==> src/rtl/nem_ohmux_sel_ctrl_4i.sv <==
// Select controller for a 4-input one-hot NEM relay mux.
// Relays always break before they make. A released relay gets T_RELEASE
// cycles before any other relay closes. A closed relay gets T_SETTLE cycles
// before its path is reported usable on SEL_VALID.
module nem_ohmux_sel_ctrl_4i #(
    parameter int unsigned T_RELEASE = 2,   // relay release wait, 1..255
    parameter int unsigned T_SETTLE  = 3    // contact settle wait, 1..255
) (
    input  logic       CLK,
    input  logic       RST,
    input  logic       REQ_VALID,
    input  logic       REQ_EN,
    input  logic [1:0] REQ_SEL,
    output logic       REQ_READY,
    output logic       S0,
    output logic       S1,
    output logic       S2,
    output logic       S3,
    output logic       SEL_VALID,
    output logic [1:0] CUR_SEL
);

    typedef enum logic [1:0] {
        ST_OFF   = 2'd0,
        ST_BREAK = 2'd1,
        ST_MAKE  = 2'd2,
        ST_HOLD  = 2'd3
    } state_t;

    // The counter holds "cycles remaining minus one", so the load values are
    // the waits minus one and the state exits when the counter reads zero.
    localparam logic [7:0] REL_LOAD = 8'(T_RELEASE - 1);
    localparam logic [7:0] SET_LOAD = 8'(T_SETTLE - 1);

    state_t     state_q;
    logic [7:0] cnt_q;
    logic [3:0] s_q;          // relay drives, bit i = S<i>
    logic       sel_valid_q;
    logic       ready_q;
    logic [1:0] cur_sel_q;
    logic [1:0] tgt_sel_q;    // selection waiting for its relay to close
    logic       tgt_en_q;     // 0: the pending request only opens the relays

    logic       accept;
    logic [3:0] req_onehot;
    logic [3:0] tgt_onehot;

    assign accept = REQ_VALID & ready_q;

    // Binary-to-one-hot decode of the request and pending-target indices.
    for (genvar gi = 0; gi < 4; gi++) begin : g_dec
        assign req_onehot[gi] = (REQ_SEL   == 2'(gi));
        assign tgt_onehot[gi] = (tgt_sel_q == 2'(gi));
    end

    // Sequencer: state, wait counter and every output are registered here.
    always_ff @(posedge CLK) begin
        if (RST) begin
            state_q     <= ST_OFF;
            cnt_q       <= 8'd0;
            s_q         <= 4'b0000;
            sel_valid_q <= 1'b0;
            ready_q     <= 1'b1;
            cur_sel_q   <= 2'd0;
            tgt_sel_q   <= 2'd0;
            tgt_en_q    <= 1'b0;
        end else begin
            case (state_q)
                ST_OFF: begin
                    // Nothing is closed, so the new relay may close at once.
                    // A request to open everything changes nothing.
                    if (accept && REQ_EN) begin
                        s_q       <= req_onehot;
                        cur_sel_q <= REQ_SEL;
                        tgt_sel_q <= REQ_SEL;
                        tgt_en_q  <= 1'b1;
                        cnt_q     <= SET_LOAD;
                        ready_q   <= 1'b0;
                        state_q   <= ST_MAKE;
                    end
                end
                ST_HOLD: begin
                    // Re-selecting the closed path is a no-op. Any other
                    // request opens the current relay first.
                    if (accept && !(REQ_EN && (REQ_SEL == cur_sel_q))) begin
                        s_q         <= 4'b0000;
                        sel_valid_q <= 1'b0;
                        tgt_sel_q   <= REQ_SEL;
                        tgt_en_q    <= REQ_EN;
                        cnt_q       <= REL_LOAD;
                        ready_q     <= 1'b0;
                        state_q     <= ST_BREAK;
                    end
                end
                ST_BREAK: begin
                    if (cnt_q == 8'd0) begin
                        if (tgt_en_q) begin
                            s_q       <= tgt_onehot;
                            cur_sel_q <= tgt_sel_q;
                            cnt_q     <= SET_LOAD;
                            state_q   <= ST_MAKE;
                        end else begin
                            ready_q   <= 1'b1;
                            state_q   <= ST_OFF;
                        end
                    end else begin
                        cnt_q <= cnt_q - 8'd1;
                    end
                end
                ST_MAKE: begin
                    if (cnt_q == 8'd0) begin
                        sel_valid_q <= 1'b1;
                        ready_q     <= 1'b1;
                        state_q     <= ST_HOLD;
                    end else begin
                        cnt_q <= cnt_q - 8'd1;
                    end
                end
                default: begin
                    state_q     <= ST_OFF;
                    s_q         <= 4'b0000;
                    sel_valid_q <= 1'b0;
                    ready_q     <= 1'b1;
                    cnt_q       <= 8'd0;
                end
            endcase
        end
    end

    assign S0        = s_q[0];
    assign S1        = s_q[1];
    assign S2        = s_q[2];
    assign S3        = s_q[3];
    assign SEL_VALID = sel_valid_q;
    assign REQ_READY = ready_q;
    assign CUR_SEL   = cur_sel_q;

endmodule

==> config.mk <==
export PLATFORM = sky130hd
export DESIGN_NAME = nem_ohmux_sel_ctrl_4i
export DESIGN_NICKNAME = d
export VERILOG_FILES = /design/src/rtl/nem_ohmux_sel_ctrl_4i.sv
export SDC_FILE = /design/constraint.sdc
export NUM_CORES = 1
export LEC_CHECK = 0
export CORE_AREA = 5 5 52 54
export DETAILED_ROUTE_END_ITERATION = 16
export DIE_AREA = 0 0 57 59
export PLACE_DENSITY_LB_ADDON = 0.15
export SYNTH_ARGS = -nofsm -noshare
export SYNTH_HDL_FRONTEND = slang
export SYNTH_SLANG_ARGS = --single-unit
==> constraint.sdc <==
create_clock -name CLK -period 6.2 [get_ports CLK]
set_input_delay 0.62 -clock CLK [delete_from_list [all_inputs] [get_ports CLK]]
set_output_delay 0.62 -clock CLK [all_outputs]
set_load 0.02 [all_outputs]
==> impl_results.md, run 1 <==
- Total length of routed wires: 2.676 mm
- Yosys top cell area share: 0.3443
- Max transition margin: 0.5029
- All-layer global routing usage: 0.1799
- Initial DRC count: 26
- CTS H-tree lvls: 1
- Placed Cells incl. Taps: 187
- MaxCap Viol Count: 0
- Worst Hold Slack: slightly above 0.5 ns
- Minimum setup slack in the final design: 3.931 ns
- Number of flops mapped to enable cells by yosys: 0
- Buffers & Inverters on Critical Path: 1
- Fraction of registers with async set or reset after synthesis: 0
- Total congestion overflow after global routing: 0
- Final routed DRC violation total: 0
- Area of the core: between 2000 and 2500 um2
- Pin count of the biggest net entering global routing: 21
- P_int: approximately 0.35 mW
- Synth area leaders: sky130_fd_sc_hd__dfxtp_1, sky130_fd_sc_hd__a21oi_1, sky130_fd_sc_hd__nor2_1, sky130_fd_sc_hd__ha_1, sky130_fd_sc_hd__mux2i_1
- Antenna Diode Count: 0
- Final estimated routing congestion in global placement: about 0.86
- Top-level port count: 14
- Chip Height: ~59 um
- Sequential share of power: 0.321
- Row count: 17
- Cell family with the largest share of critical-path delay: simple AND/OR/NAND/NOR gates
- Fin area: around 1400 um2
- Final min period: 2.269 ns
- Gate count after technology mapping: between 150 and 200
- Hold violation total from the final report: 0
- Type of destination of the critical path: register
- Global-route wire length before repair: 4.926 mm
- Clock group share of total power: 0.106
- Critical path cell sequence: clkdlybuf4s50_1 > xnor2_1 > a41o_1 > nor3_1 > nand3_1 > a21oi_1
- Worst voltage drop across the vdd grid: approximately 0.00028 V
- Buffers added on ports: 13
- Clock Path Buffers: 2
- Combinational power share: 0.574
- Die width: approximately 57 um
- Vias after detailed routing: 1111
- Tightest Hold Check Type: reg -> reg
- Count of pins over their slew limit: 0
- Fillcell total: between 200 and 250
- Ys Warns: 0
- Antenna violations before repair: 0
- Final core utilization: 0.6413
- Worst skew pair latency: about 0.31 ns
- Final Total Pwr: around 0.64 mW
- Required time of the worst setup path: around 6.4 ns
- CTS tree: built
- Worst Path Arrival: 2.50 ns
- Sequential share of the synthesized area: 0.3443
- Avg Inst Size Synth: ~8.0 um2
- Leading area contributor after synthesis: sky130_fd_sc_hd__dfxtp_1
- Syn-to-layout area delta: 13.93%
- Final number of setup-violating endpoints: 0
- Minimum setup slack after placement: 3.633 ns
- Total of flip-flops plus latches after synthesis: 21
- Final non-filler cell total: around 190
- Via count of the first global-routing pass: ~1100
- Outcome: complete, no violations
- Clock buffers created by TritonCTS: 3
- Slowest cell on crit path: sky130_fd_sc_hd__nor3_1
- Main synth FF type: sky130_fd_sc_hd__dfxtp_1
- Type of the setup path with the least slack: in -> reg
- Setup repair after global routing missed its margin: no
- Detail-routed net length per standard cell: approximately 14 um
- Synthesized cell area: between 1000 and 1500 um2
- Sinks on the clock net: 21
- Cell at the root of the clock tree: sky130_fd_sc_hd__clkbuf_4
- Slew at the pin with the worst max-slew slack: between 0.7 and 0.8 ns
- Post-CTS Repair Setup Buffers: 0
- Count of cell types in the netlist: 39
- Leakage component of the power: a little over 0.5 nW
- Iteration count of the initial detailed-routing pass: 6
- Net Count, Synth: about 160
- Fmax achieved: between 400 and 500 MHz
- Initial cell density of the core: 0.5629
- Max Clock Skew: 0.008164 ns
- Post_cts resized: 0
- Total net switching power: approximately 0.29 mW
- Pwr per Cell Area: about 460 nW/um2
- Post-detailed-placement half-perimeter wirelength: 2.019 mm
- Final net count: 175
- CP startpoint kind: input pin
- Clock-pin slew on the worst setup and hold paths: about 0.13 ns
- Share of the cycle needed by the critical path after routing: 0.3659
- Post-placement cell area: approximately 1400 um2
- Overall die area: roughly 3400 um2
- Vias per cell: around 5.8
- Antenna viol nets, final: 0
- Hold buffer count at CTS: 0
- Slowest Stage Delay on Critical Path: 0.57 ns
- Total negative setup slack: 0 ns
- Fraction of final layout cells with drive strength greater than 1: 0.05521
- Largest fanout on the critical path: 6
- Switching share of total power: 0.4480
worst reg2reg max path, cell delays in order, from the launching register on:
cell and delay (ns):
sky130_fd_sc_hd__dfxtp_1 0.36, sky130_fd_sc_hd__inv_1 0.11, sky130_fd_sc_hd__ha_1 0.23, sky130_fd_sc_hd__nor4b_4 0.43, sky130_fd_sc_hd__nand3_2 0.16, sky130_fd_sc_hd__a2111oi_4 0.56
sky130_fd_sc_hd__mux2i_1 0.24, sky130_fd_sc_hd__nor2_1 0.05
final timing paths:
| check | depth (start not counted) | endpoint | start | slack (ns) |
|---|---|---|---|---|
| worst max-delay path | 6 | cnt_q[6]$_SDFFE_PP0P_ | REQ_SEL[1] | 3.93 |
| worst min-delay path | 2 | cnt_q[0]$_SDFFE_PP0P_ | cnt_q[0]$_SDFFE_PP0P_ | 0.50 |
| worst max register to register | 7 | s_q[0]$_SDFFE_PP0P_ | cnt_q[0]$_SDFFE_PP0P_ | 3.94 |
| worst min register to register | 2 | cnt_q[0]$_SDFFE_PP0P_ | cnt_q[0]$_SDFFE_PP0P_ | 0.50 |
synth_stat cells, types with 2 or more instances:
library cell,number
sky130_fd_sc_hd__dfxtp_1,21
sky130_fd_sc_hd__nor2_1,21
sky130_fd_sc_hd__a21oi_1,16
sky130_fd_sc_hd__inv_1,11
sky130_fd_sc_hd__nand2_1,10
sky130_fd_sc_hd__o21ai_0,9
sky130_fd_sc_hd__nor3_1,7
sky130_fd_sc_hd__clkbuf_1,6
sky130_fd_sc_hd__mux2i_1,6
sky130_fd_sc_hd__ha_1,5
sky130_fd_sc_hd__nand3_1,4
sky130_fd_sc_hd__a211oi_1,3
sky130_fd_sc_hd__a31oi_1,2
sky130_fd_sc_hd__and2_1,2
sky130_fd_sc_hd__nand2b_1,2
sky130_fd_sc_hd__nand4_1,2
sky130_fd_sc_hd__o211ai_1,2
sky130_fd_sc_hd__xnor2_1,2
per-layer routing:
metal	up-vias	routed length, um	GRT usage
met4	0	18	0.06623
li1	567	-	-
met5	-	0	0
met1	521	1220	0.2191
met2	21	1315	0.3116
met3	2	121	0.03922
cell usage in the layout (no fill, tap or decap), types with 2 or more instances in the layout:
| cell type | count |
|---|---|
| sky130_fd_sc_hd__dfxtp_1 | 21 |
| sky130_fd_sc_hd__nor2_1 | 21 |
| sky130_fd_sc_hd__a21oi_1 | 16 |
| sky130_fd_sc_hd__clkdlybuf4s50_1 | 13 |
| sky130_fd_sc_hd__inv_1 | 11 |
| sky130_fd_sc_hd__nand2_1 | 10 |
| sky130_fd_sc_hd__o21ai_0 | 9 |
| sky130_fd_sc_hd__nor3_1 | 7 |
| sky130_fd_sc_hd__mux2i_1 | 6 |
| sky130_fd_sc_hd__ha_1 | 5 |
| sky130_fd_sc_hd__nand3_1 | 4 |
| sky130_fd_sc_hd__a211oi_1 | 3 |
| sky130_fd_sc_hd__clkbuf_4 | 3 |
| sky130_fd_sc_hd__and2_1 | 2 |
| sky130_fd_sc_hd__xnor2_1 | 2 |
| sky130_fd_sc_hd__o211ai_1 | 2 |
| sky130_fd_sc_hd__nand4_1 | 2 |
| sky130_fd_sc_hd__nand2b_1 | 2 |
| sky130_fd_sc_hd__a31oi_1 | 2 |
area by class of cell:
class,count,area [um2],share of cell area
Multi-Input combinational cell,114,737.0,0.5297
Clock inverter,1,5.005,0.003597
Clock buffer,3,22.52,0.01619
Timing Repair Buffer,13,130.1,0.09353
Sequential cell,21,420.4,0.3022
Tap cell,28,35.03,0.02518
Inverter,11,41.29,0.02968
power groups by stage:
stage / sequential, mW / clock (mW) / combinational [mW]
global placement: 0.206 / 0 / 0.357
CTS: 0.204 / 0.0688 / 0.369
finish: 0.205 / 0.0674 / 0.366
detailed placement: 0.207 / 0 / 0.366
floorplan: 0.225 / 0 / 0.249
global route: 0.211 / 0.0782 / 0.413
kinds of logic (layout without fill, tap and decap cells):
kind of cell    count (synthesis)  in the layout  share of synthesized area
flops                          21             21                     0.3443
simple gates                   56             56                     0.2336
compound gates                 44             44                     0.2459
fa+ha+maj                       5              5                    0.05123
mux                             7              7                    0.05840
buf+inv                        17             28                    0.05225
xor+xnor                        2              2                    0.01435
registers in the layout, indices dropped and copies added, names as in the netlist:
signal / cells
state_q: 2
cnt_q: 8
tgt_sel_q: 2
s_q: 4
REQ_READY: 1
CUR_SEL: 2
tgt_en_q: 1
SEL_VALID: 1
(Power assumes the default switching activity.)
==> run 2, diff against run 1 <==
Settings changed: CORE_AREA 5 5 52 54 to 5 5 56 58, DIE_AREA 0 0 57 59 to 0 0 61 63.
Clock period 6.2 ns to 2 ns, I/O delays scaled along.
==> run 2 against run 1 <==
Effect of this change: largest cell class unchanged; critical path depth up 3; clock skew down 0.0060 ns; core utilization is 5.3 points lower; die area up 14%.
==> impl_results.md, run 2 (synthesized netlist as in run 1, its figures left out) <==
- Worst skew pair latency: ~0.31 ns
- Final estimated routing congestion in global placement: around 0.82
- Vias after detailed routing: approximately 1200
- Flip-flop count of the largest register, all copies and words added: 8
- Row count: 19
- Total negative setup slack: 0 ns
- Share of the cycle needed by the critical path after routing: 0.9366
- Fin area: 1539 um2
- Placed Cells incl. Taps: about 200
- Die width: roughly 61 um
- Largest register by flop count: cnt_q
- Hold Crit Start: cnt_q[7]$_SDFFE_PP0P_
- Buffers added on ports: 13
- Clock group share of total power: 0.096
- Clock-pin slew on the worst setup and hold paths: approximately 0.12 ns
- CTS tree: built
- Post-placement cell area: 1458 um2
- Required time of the worst setup path: 2.23 ns
- Iteration count of the initial detailed-routing pass: 4
- All-layer global routing usage: 0.1654
- Top-level port count: 14
- Post-detailed-placement half-perimeter wirelength: 2.168 mm
- Antenna viol nets, final: 0
- Type of the setup path with the least slack: reg -> reg
- Largest fanout on the critical path: 5
- Type of destination of the critical path: register
- Initial DRC count: 61
- Vias per cell: between 5 and 6
- Leakage component of the power: around 0.58 nW
- Critical path cell sequence: inv_1 > ha_4 > nor4b_4 > buf_4 > nand3_2 > a2111oi_4 > buf_4 > nor2_1 > a211oi_1
- Via count of the first global-routing pass: 1198
- Fraction of met3 tracks used by global routing: 0.02479
- Max transition margin: 0.7454
- Clock buffers created by TritonCTS: 3
- Cell at the root of the clock tree: sky130_fd_sc_hd__clkbuf_4
- Hold buffer count at CTS: 0
- Setup repair after global routing missed its margin: no
- Buffers & Inverters on Critical Path: 3
- Worst voltage drop across the vdd grid: slightly below 0.0009 V
- Chip Height: about 63 um
- Final non-filler cell total: between 200 and 250
- Total net switching power: roughly 0.95 mW
- Overall die area: 3843 um2
- Max Clock Skew: 0.002134 ns
- Worst Path Arrival: between 2 and 2.5 ns
- Pwr per Cell Area: roughly 1400 nW/um2
- Sinks on the clock net: 21
- Fraction of final layout cells with drive strength greater than 1: 0.1638
- Pin count of the biggest net entering global routing: 19
- Minimum setup slack in the final design: about 0.13 ns
- GRT met1 Usage: 0.1968
- Total congestion overflow after global routing: 0
- Switching share of total power: 0.4336
- Combinational power share: 0.616
- Clock Path Buffers: 2
- Syn-to-layout area delta: 26.02%
- CP startpoint kind: register
- Dominant cell type by count on the critical path: sky130_fd_sc_hd__buf_4
- P_int: around 1.2 mW
- Hold violation total from the final report: 0
- MaxCap Viol Count: 0
- Final min period: 1.873 ns
- Slowest cell on crit path: sky130_fd_sc_hd__dfxtp_1
- Final number of setup-violating endpoints: 0
- Sequential share of power: 0.287
- Cell family with the largest share of critical-path delay: compound AO/OA/AOI/OAI gates
- Startpoint of the worst register-to-register path: cnt_q[1]$_SDFFE_PP0P_
- Highest-count cells in the layout ignoring fill and taps: sky130_fd_sc_hd__dfxtp_1, sky130_fd_sc_hd__nor2_1, sky130_fd_sc_hd__a21oi_1
- Final net count: 189
- Antenna violations before repair: 0
- Slew at the pin with the worst max-slew slack: 0.3785 ns
- Leading registers by flop count: cnt_q x8, s_q x4
- Met2 track utilization from global routing: 0.2928
- Antenna Diode Count: 0
- Outcome: complete, no violations
- Initial cell density of the core: 0.4670
- Critical path startpoint: cnt_q[1]$_SDFFE_PP0P_
- Count of pins over their slew limit: 0
- GRT busiest layer: met2
- Minimum setup slack after placement: 0.01082 ns
- Global-route wire length before repair: 5.023 mm
- Detail-routed net length per standard cell: 14.19 um
- Slowest Stage Delay on Critical Path: about 0.35 ns
- Final routed DRC violation total: 0
- CTS H-tree lvls: 1
- Total length of routed wires: a little under 3 mm
- Fmax achieved: ~530 MHz
- Tightest Hold Check Type: reg -> reg
- Area of the core: roughly 2600 um2
-- run 2: tightest hold or removal path, delay by kind of cell (launching register included) --
| family | cells | cell delay, ns |
|---|---|---|
| AO/OA/AOI/OAI | 2 | 0.13 |
| flip-flops | 1 | 0.35 |
-- run 2: metal layers --
metal / part of all wire / wire, um
met2: 0.52 / 1540
met3: 0.023 / 68
met4: 0.011 / 31
met5: 0 / 0
met1: 0.44 / 1310
-- run 2: path summary, 6_finish.rpt --
path | cells past startpoint | slack (ns) | end
worst max-delay path | 9 | 0.13 | s_q[1]$_SDFFE_PP0P_
worst min register to register | 2 | 0.51 | cnt_q[7]$_SDFFE_PP0P_
worst min-delay path | 2 | 0.51 | cnt_q[7]$_SDFFE_PP0P_
worst max register to register | 9 | 0.13 | s_q[1]$_SDFFE_PP0P_
-- run 2: repair_timing --
item | 4_1_cts | 5_1_grt
setup buffers | 0 | 2
endpoints found under the setup margin | 0 | 15
gates resized for setup | 0 | 8
hold endpoints to repair | 0 | 0
-- run 2: per-stage QoR --
step / hold WS (ns) / power, mW / util
after CTS: 0.5104 / 2.104 / 0.5675
after global placement: 0.4812 / 1.864 / 0.5574
after floorplan: 0.3089 / 1.470 / -
after detailed placement: 0.4903 / 1.884 / 0.5574
after global routing: 0.5407 / 2.393 / 0.5885
final: 0.5077 / 2.199 / 0.5885
-- run 2: area by class of cell --
cell class                 instances  area, um2
fill                             247       1076
multi-input combinational        114      777.0
sequential                        21      420.4
timing repair buffer              27      235.2
inverter                          11      41.29
tap                               31      38.79
clock buffer                       4      26.28
-- run 2: power by group through the flow --
stage	Sequential, mW	Combinational (mW)	Clock (mW)
final	0.632	1.36	0.212
after detailed placement	0.641	1.24	0
after CTS	0.632	1.25	0.221
after floorplan	0.697	0.773	0
after global placement	0.638	1.23	0
after global routing	0.651	1.50	0.239
==> run 3, diff against run 2 <==
Settings changed: PLACE_DENSITY set to 0.77, PLACE_DENSITY_LB_ADDON 0.15 to not set.
==> run 3 against run 2 <==
Effect of this change: die area is the same; largest power group unchanged; via count up 3.5%; largest cell class unchanged; sequential share of layout area up 0.21 points; critical path type unchanged; routed wire length increased by 7.2%.
==> impl_results.md, run 3 (synthesized netlist as in run 1, its figures left out) <==
- Outcome: complete, no violations
- Flip-flop count of the largest register, all copies and words added: 8
- Final number of setup-violating endpoints: 0
- Slowest Stage Delay on Critical Path: around 0.35 ns
- Vias after detailed routing: 1213
- All-layer global routing usage: 0.1742
- Antenna viol nets, final: 0
- Clock-pin slew on the worst setup and hold paths: 0.13 ns
- Most common library cell in the layout ignoring fill and taps: sky130_fd_sc_hd__nor2_1
- MaxCap Viol Count: 0
- Via count of the first global-routing pass: approximately 1200
- Final net count: around 190
- Post-detailed-placement half-perimeter wirelength: 2.287 mm
- Total length of routed wires: 3.162 mm
- Hold path endpoint: cnt_q[0]$_SDFFE_PP0P_
- Minimum setup slack after placement: 0.007944 ns
- Type of destination of the critical path: register
- Fraction of final layout cells with drive strength greater than 1: 0.1808
- Worst hold path cell count: 2
- Final estimated routing congestion in global placement: slightly above 0.8
- Chip Height: between 60 and 70 um
- Antenna Diode Count: 0
- Final min period: about 1.9 ns
- Top-level port count: 14
- Row count: 19
- Cell at the root of the clock tree: sky130_fd_sc_hd__clkbuf_4
- Worst-case register-to-register setup slack: approximately 0.13 ns
- Largest fanout on the critical path: 6
- CP startpoint kind: register
- Buffers added on ports: 13
- Clock Path Buffers: 2
- Total negative setup slack: 0 ns
- Max Clock Skew: 0.01726 ns
- Antenna violations before repair: 0
- Startpoint of the worst register-to-register path: cnt_q[1]$_SDFFE_PP0P_
- Hold buffer count at CTS: 0
- Detail-routed net length per standard cell: around 15 um
- Minimum setup slack in the final design: between 0.1 and 0.15 ns
- Leading registers by flop count: cnt_q x8, s_q x4
- Highest-count cells in the layout ignoring fill and taps: sky130_fd_sc_hd__nor2_1, sky130_fd_sc_hd__dfxtp_1, sky130_fd_sc_hd__a21oi_1
- Area of the core: roughly 2600 um2
- Required time of the worst setup path: between 2 and 2.5 ns
- Count of pins over their slew limit: 0
- Slowest cell on crit path: sky130_fd_sc_hd__dfxtp_2
- Final core utilization: 0.5876
- Worst voltage drop across the vdd grid: 0.001021 V
- Post-placement cell area: 1458 um2
- Type of the setup path with the least slack: reg -> reg
- Final routed DRC violation total: 0
- Initial cell density of the core: 0.4670
- Initial DRC count: 66
- Number of cells traversed by the worst register-to-register path: 8
- Slew at the pin with the worst max-slew slack: 0.4677 ns
- Fmax achieved: roughly 540 MHz
- Sinks on the clock net: 21
- Clock buffers created by TritonCTS: 3
- Hold Crit Start: cnt_q[0]$_SDFFE_PP0P_
- Share of the cycle needed by the critical path after routing: 0.9337
- Die width: between 60 and 70 um
- Hold violation total from the final report: 0
- Total congestion overflow after global routing: 0
- Leakage component of the power: approximately 0.58 nW
- Iteration count of the initial detailed-routing pass: 5
- Tightest Hold Check Type: reg -> reg
- CTS tree: built
- Critical path cell sequence: inv_1 > ha_4 > nor4b_4 > buf_4 > a21o_2 > and2_1 > o211ai_1 > a221oi_1
- Worst Path Arrival: ~2.1 ns
- Syn-to-layout area delta: 25.82%
- Worst Hold Slack: ~0.50 ns
- Overall die area: roughly 3800 um2
- Max transition margin: 0.6872
- Pin count of the biggest net entering global routing: 13
- Global-route wire length before repair: 5.195 mm
- Worst skew pair latency: ~0.33 ns
- Largest register by flop count: cnt_q
- Fin area: about 1500 um2
- RR Endpoint: state_q[1]$_SDFFE_PP0P_
- Vias per cell: 5.832
- CTS H-tree lvls: 1
- Pwr per Cell Area: roughly 1500 nW/um2
==> run 3: cell types whose count changed in the layout (fill, tap and decap cells not counted), sizes merged <==
cell,delta
clkinv,+1
clkbuf,-1
==> run 3: timing repair <==
| action | in CTS | in global routing |
|---|---|---|
| pin swaps | 1 | 3 |
| setup endpoints to repair | 2 | 16 |
| gates resized for setup | 1 | 11 |
| setup buffers | 0 | 2 |
==> run 3: per-layer routing <==
metal	GRT usage	vias to the layer above	routed length, um
met4	0.07588	0	57
met5	0	-	0
met2	0.2995	41	1630
met3	0.02686	10	161
met1	0.2053	568	1313
li1	-	594	-
==> run 3: cell type report <==
| type | count | area, um2 |
|---|---|---|
| Fill cell | 239 | 1079 |
| Clock inverter | 1 | 5.005 |
| Clock buffer | 3 | 22.52 |
| Tap cell | 31 | 38.79 |
| Multi-Input combinational cell | 114 | 770.7 |
| Inverter | 11 | 41.29 |
| Sequential cell | 21 | 422.9 |
| Timing Repair Buffer | 27 | 235.2 |
==> run 3: report_power, final <==
group | total [mW] | leakage, nW | switching (mW) | internal (mW)
Clock | 0.218 | 0.0177 | 0.143 | 0.0751
Combinational | 1.38 | 0.387 | 0.734 | 0.644
Sequential | 0.645 | 0.172 | 0.106 | 0.539
Total | 2.24 | 0.577 | 0.984 | 1.26
==> run 3: worst max path at each step <==
stage | start | end
detailed placement | cnt_q[0]$_SDFFE_PP0P_ | s_q[3]$_SDFFE_PP0P_
finish | cnt_q[1]$_SDFFE_PP0P_ | state_q[1]$_SDFFE_PP0P_
CTS | cnt_q[0]$_SDFFE_PP0P_ | cnt_q[4]$_SDFFE_PP0P_
global route | state_q[0]$_SDFFE_PP0P_ | tgt_sel_q[0]$_SDFFE_PP0P_
global placement | REQ_SEL[0] | cnt_q[0]$_SDFFE_PP0P_
floorplan | cnt_q[0]$_SDFFE_PP0P_ | s_q[0]$_SDFFE_PP0P_
==> run 3: per-stage QoR <==
| step | total power [mW] | cells |
|---|---|---|
| floorplan | 1.470 | 152 |
| global placement | 1.864 | 202 |
| detailed placement | 1.908 | 202 |
| CTS | 2.141 | 206 |
| global route | 2.406 | 208 |
| finish | 2.242 | 208 |
==> run 3: critical path, delay by kind of cell (launching register included) <==
family	cells	cell delay, ns
AOI/OAI and AO/OA	3	0.50
buffers and inverters	2	0.31
adders and majority gates	1	0.17
DFF	1	0.35
and+or+nand+nor	2	0.42
